File: src/rtl/frame_fetch_pkg.sv
`default_nettype none
// ============================================================================
// Module  : frame_fetch_pkg
// Purpose : Shared types and constants for the frame fetch controller.
// Rev     : 1.0  initial release
// ============================================================================
package frame_fetch_pkg;

   typedef enum logic [1:0] {
      ST_IDLE  = 2'd0,
      ST_FETCH = 2'd1,
      ST_DONE  = 2'd2
   } state_t;

   localparam int PROM_LAT_MAX = 4;
   localparam int INFL_W       = $clog2(PROM_LAT_MAX + 1);
   localparam int UR_CNT_W     = 8;

endpackage
`default_nettype wire

File: src/rtl/fetch_valid_pipe.sv
`default_nettype none
// ============================================================================
// Module  : fetch_valid_pipe
// Purpose : PROM read-valid shift register plus count of reads in flight.
// Rev     : 1.0  initial release
// ============================================================================
module fetch_valid_pipe
   import frame_fetch_pkg::*;
#(
   parameter int PROM_LAT = 1
) (
   input  logic              clk,
   input  logic              rst,
   input  logic              i_clr,
   input  logic              i_issue,
   output logic              o_wr,
   output logic [INFL_W-1:0] o_inflight
);

   logic [PROM_LAT-1:0] r_pipe;
   logic [INFL_W-1:0]   r_inflight;

   generate
      if (PROM_LAT == 1) begin : g_single
         always_ff @(posedge clk or posedge rst) begin
            if (rst)        r_pipe <= '0;
            else if (i_clr) r_pipe <= '0;
            else            r_pipe <= i_issue;
         end
      end else begin : g_multi
         always_ff @(posedge clk or posedge rst) begin
            if (rst)        r_pipe <= '0;
            else if (i_clr) r_pipe <= '0;
            else            r_pipe <= {r_pipe[PROM_LAT-2:0], i_issue};
         end
      end
   endgenerate

   // Data emerging during a flush belongs to the previous frame.
   assign o_wr = r_pipe[PROM_LAT-1] & ~i_clr;

   always_ff @(posedge clk or posedge rst) begin
      if (rst) begin
         r_inflight <= '0;
      end else if (i_clr) begin
         r_inflight <= '0;
      end else if (i_issue && !o_wr) begin
         r_inflight <= r_inflight + 1'b1;
      end else if (!i_issue && o_wr) begin
         r_inflight <= r_inflight - 1'b1;
      end
   end

   assign o_inflight = r_inflight;

endmodule
`default_nettype wire

File: src/rtl/frame_fetch_ctrl.sv
`default_nettype none
// ============================================================================
// Module  : frame_fetch_ctrl
// Purpose : Paces PROM image reads into the pixel FIFO, restarting each vsync.
// Rev     : 1.0  initial release
// ============================================================================
module frame_fetch_ctrl
   import frame_fetch_pkg::*;
#(
   parameter int ADDR_W     = 8,
   parameter int DATA_W     = 8,
   parameter int IMG_WORDS  = 256,
   parameter int PROM_LAT   = 1,
   parameter int FIFO_DEPTH = 16,
   parameter int LVL_W      = 5
) (
   input  logic                sys_clk,
   input  logic                rst,
   input  logic                i_vs,
   input  logic                i_de,
   input  logic                i_fifo_empty,
   input  logic [LVL_W-1:0]    i_fifo_level,
   output logic                o_prom_ce,
   output logic [ADDR_W-1:0]   o_prom_addr,
   input  logic [DATA_W-1:0]   i_prom_dout,
   output logic                o_fifo_wr,
   output logic [DATA_W-1:0]   o_fifo_din,
   output logic                o_fifo_clr,
   output logic                o_busy,
   output logic                o_underrun,
   output logic [UR_CNT_W-1:0] o_underrun_cnt
);

   state_t              r_state;
   state_t              w_state_nxt;
   logic                r_vs_q;
   logic [ADDR_W-1:0]   r_addr;
   logic                r_underrun;
   logic [UR_CNT_W-1:0] r_ur_cnt;
   logic                w_vs_rise;
   logic                w_issue;
   logic                w_last;
   logic                w_room;
   logic                w_wr;
   logic [INFL_W-1:0]   w_inflight;
   logic [LVL_W:0]      w_occupancy;

   assign w_vs_rise   = i_vs & ~r_vs_q;
   // Reads still in the PROM pipeline already own a FIFO slot.
   assign w_occupancy = {1'b0, i_fifo_level} + (LVL_W+1)'(w_inflight);
   assign w_room      = w_occupancy < (LVL_W+1)'(FIFO_DEPTH);
   assign w_last      = (r_addr == ADDR_W'(IMG_WORDS - 1));

   always_ff @(posedge sys_clk or posedge rst) begin
      if (rst) r_state <= ST_IDLE;
      else     r_state <= w_state_nxt;
   end

   always_comb begin
      w_state_nxt = r_state;
      if (w_vs_rise) begin
         w_state_nxt = ST_FETCH;
      end else begin
         case (r_state)
            ST_FETCH: if (w_issue && w_last) w_state_nxt = ST_DONE;
            default:  w_state_nxt = r_state;
         endcase
      end
   end

   always_comb begin
      w_issue = 1'b0;
      if ((r_state == ST_FETCH) && !w_vs_rise && w_room) w_issue = 1'b1;
      o_busy = (r_state == ST_FETCH) || (w_inflight != '0);
   end

   always_ff @(posedge sys_clk or posedge rst) begin
      if (rst) begin
         r_vs_q     <= 1'b0;
         r_addr     <= '0;
         r_underrun <= 1'b0;
         r_ur_cnt   <= '0;
      end else begin
         r_vs_q <= i_vs;
         if (w_vs_rise) begin
            r_addr     <= '0;
            r_underrun <= 1'b0;
            r_ur_cnt   <= '0;
         end else begin
            if (w_issue) r_addr <= w_last ? '0 : r_addr + 1'b1;
            if (i_de && i_fifo_empty) begin
               r_underrun <= 1'b1;
               if (r_ur_cnt != '1) r_ur_cnt <= r_ur_cnt + 1'b1;
            end
         end
      end
   end

   fetch_valid_pipe #(
      .PROM_LAT (PROM_LAT)
   ) u_valid_pipe (
      .clk        (sys_clk),
      .rst        (rst),
      .i_clr      (w_vs_rise),
      .i_issue    (w_issue),
      .o_wr       (w_wr),
      .o_inflight (w_inflight)
   );

   assign o_prom_ce      = w_issue;
   assign o_prom_addr    = r_addr;
   assign o_fifo_wr      = w_wr;
   assign o_fifo_din     = w_wr ? i_prom_dout : '0;
   assign o_fifo_clr     = w_vs_rise;
   assign o_underrun     = r_underrun;
   assign o_underrun_cnt = r_ur_cnt;

endmodule
`default_nettype wire

File: config.mk
export PLATFORM = sky130hd
export DESIGN_NAME = frame_fetch_ctrl
export DESIGN_NICKNAME = d
export VERILOG_FILES = /design/src/rtl/frame_fetch_pkg.sv /design/src/rtl/fetch_valid_pipe.sv /design/src/rtl/frame_fetch_ctrl.sv
export SDC_FILE = /design/constraint.sdc
export NUM_CORES = 1
export LEC_CHECK = 0
export BUFFER_PORTS_ARGS = -buffer_cell sky130_fd_sc_hd__buf_4
export CAP_MARGIN = 0
export CORE_MARGIN = 5
export CORE_UTILIZATION = 47
export CTS_BUF_LIST = sky130_fd_sc_hd__clkbuf_8
export DETAILED_ROUTE_END_ITERATION = 7
export PLACE_DENSITY = 0.78
export SLEW_MARGIN = 10
export SYNTH_ARGS = -nofsm -noshare
export SYNTH_HDL_FRONTEND = slang
export SYNTH_SLANG_ARGS = --single-unit
export TNS_END_PERCENT = 20
File: constraint.sdc
create_clock -name sys_clk -period 2.9 [get_ports sys_clk]
set_clock_uncertainty 0.2 [all_clocks]
set_input_delay 0.58 -clock sys_clk [delete_from_list [all_inputs] [get_ports sys_clk]]
set_output_delay 0.58 -clock sys_clk [all_outputs]
set_load 0.02 [all_outputs]
==> flow_summary.ini <==
[outcome]
status = finished, final reports clean

[synthesis]
synth_nets = 181
ys_seq_area_frac = 0.4127
netlist.area_leader.share = 0.4127
ys_top_cells_by_area = dfrtp_1, and3_1, nand2_1, ha_1, nor2_1
synth_most_common_cell = dfrtp_1
synthCells = 158
synth_edf_count = 0
synth_ff_type = dfrtp_1
synth_common_cells = dfrtp_1, nand2_1, nor2_1
synthDistinctLibCells = 47
async_reset_ff_frac = 1.000
netlist_area_sq_um = 1455
yosys.area.top_type = dfrtp_1
yosysWarnings = 0
syn_area_per_cell_sq_um = 9.210
synth_seq_cells = 24

[global_routing]
grt_overflow = 0
grt_pass1_wl_um = 6147
antenna_found_initial = 0
groute.usage.overall = 0.1778
grt_pass1_vias = 1411
grt_max_degree = 25

[routing]
drtAntennaViolNets = 0
wl_per_cell_um = 15.38
drtIter0Drc = 83
drc = 0
first_pass_iters = 4
routed_wl_um = 3677
dr_total_vias = 1435
drt-vias-per-instance = 6.004

[sta]
finalSetupTns_ps = 0
finalCritPeriodShare = 0.9301
setup_viol = 0
timing.fmax_mhz = 370.7
finalMaxSlewViolations = 0
hold_viol_final = 0
period_minus_slack_ps = 2697
tightestPinTransition_ps = 908.3
slew_headroom = 0.3938
rsz0062_at_grt = false

[placement]
postPlaceCellArea_sq_um = 1871
dp_cells = 235
port_buffers = 46
routabilityCongestion = 0.8485
place_hpwl_um = 2844

[floorplan]
die_h_um = 65.64
start_util = 0.4846
ios = 47
core_area_sq_um = 3003
rows = 20
dieArea_sq_um = 4309
die_w_um = 65.64

[finish]
antenna_cells = 0
drive_gt1_frac = 0.3252
fin_area_sq_um = 1926
area_growth_pct = 32.33
nNetsFinal = 230
final_cells = 239

[clocking]
cts_sinks = 24
cts_buffer_depth = 2
path_clk_slew_ps = 80
root_buffer = clkbuf_8
htreeDepth = 1
cts_buffers = 3
cts_hold_buf = 0
postCtsSetupBuffers = 0
post_cts_resized = 0
cts_tree = done
clock_latency_ps = 270

[power]
seq_power_share = 0.408
power_density_nw_per_um2 = 575.1
p_int_mw = 0.7027
p_switching_mw = 0.4047
total_power_mw = 1.107
ir_drop_mv = 0.3229
p_comb_frac = 0.386
p_leak_nw = 0.9624
power.share.switching = 0.3654
clockPowerShare = 0.206

[worst_setup_path]
cp-end-kind = flip-flop
critPathMaxFanout = 6
crit_arrival_ps = 2680
critPathRequiredTime_ps = 2890
startpoint_type = flip-flop
critPathKind = reg -> reg

[run]
drv_cap = 0

[hold_path]
min_path_type = in -> reg
[worst max-delay path: stages (launching register included)]
cell	delay, ps
dfrtp_1	450
ha_4	240
a21oi_2	260
a21bo_2	200
nand2_2	60
nor3_1	250
fa_2	290
nor2_1	50
and4_1	230
o31a_1	280
nor3_1	120
[cell type report]
class,instances,area (sq um)
fill,273,1077
multi-input combinational,119,812.0
sequential,24,600.6
timing repair buffer,52,390.4
clock buffer,4,55.05
tap,33,41.29
inverter,7,26.28
[worst paths after layout]
path	cells past startpoint	from	end	slack, ps
worst min-delay path	1	i_vs	r_vs_q	230
worst max-delay path	10	u_valid_pipe.o_inflight[2]	u_valid_pipe.o_inflight[2]	200
worst max register to register	10	u_valid_pipe.o_inflight[2]	u_valid_pipe.o_inflight[2]	200
min in group asynchronous	2	rst	o_prom_addr[1]	310
max in group asynchronous	2	rst	o_underrun	1630
worst min register to register	1	o_underrun	o_underrun	310
[placed cells by master, fill, tap and decap left out, types with 3 or more instances in the layout]
cell / netlist / routed
ha_1: 4 / 3
nor2_1: 12 / 12
buf_4: 0 / 52
o21ai_0: 4 / 4
a21oi_1: 7 / 7
mux2i_1: 4 / 4
nand2_1: 14 / 13
and3_1: 11 / 11
or4_1: 4 / 4
xor2_1: 3 / 3
clkbuf_8: 0 / 4
dfrtp_1: 24 / 24
nor3_1: 6 / 6
nand3_1: 8 / 8
inv_1: 7 / 7
[routing by layer]
| layer | global-route usage | part of all wire | vias to the layer above |
|---|---|---|---|
| met2 | 0.3166 | 0.50 | 46 |
| met5 | 0 | 0 | - |
| met4 | 0.02850 | 0.0057 | 0 |
| met1 | 0.2129 | 0.43 | 705 |
| met3 | 0.05299 | 0.066 | 4 |
| li1 | - | - | 680 |
[flip-flops by register name, summed over array words and instances, names as in the netlist]
| signal | cells |
|---|---|
| r_vs_q | 1 |
| o_prom_addr | 8 |
| o_underrun | 1 |
| o_underrun_cnt | 8 |
| u_valid_pipe.r_pipe | 1 |
| u_valid_pipe.o_inflight | 3 |
| r_state | 2 |
[power by group through the flow]
| stage | registers (mW) | logic (mW) | clock network, mW |
|---|---|---|---|
| after floorplan | 0.465 | 0.262 | 0 |
| after global placement | 0.453 | 0.407 | 0 |
| after detailed placement | 0.458 | 0.427 | 0 |
| final | 0.452 | 0.427 | 0.228 |
| after CTS | 0.452 | 0.431 | 0.231 |
| after global routing | 0.462 | 0.471 | 0.247 |
[stage by stage]
| stage | utilization | hold WS (ps) | setup slack (ps) |
|---|---|---|---|
| after floorplan | - | 269.2 | 5.967 |
| after CTS | 0.6413 | 222.1 | 200.6 |
| after detailed placement | 0.6229 | 297.7 | -45.12 |
| after global routing | 0.6413 | 214.8 | 66.46 |
| after global placement | 0.6229 | 284.7 | 83.40 |
| final | 0.6413 | 227.6 | 202.6 |
[cell families after synthesis]
| family | after synthesis | synth area share |
|---|---|---|
| adders and majority gates | 5 | 0.04815 |
| buffers and inverters | 15 | 0.04127 |
| muxes | 5 | 0.03525 |
| DFF | 24 | 0.4127 |
| xor gates and xnor gates | 5 | 0.03010 |
| and+or+nand+nor | 72 | 0.2743 |
| AOI/OAI and AO/OA | 32 | 0.1582 |
(Power assumes the default switching activity.)
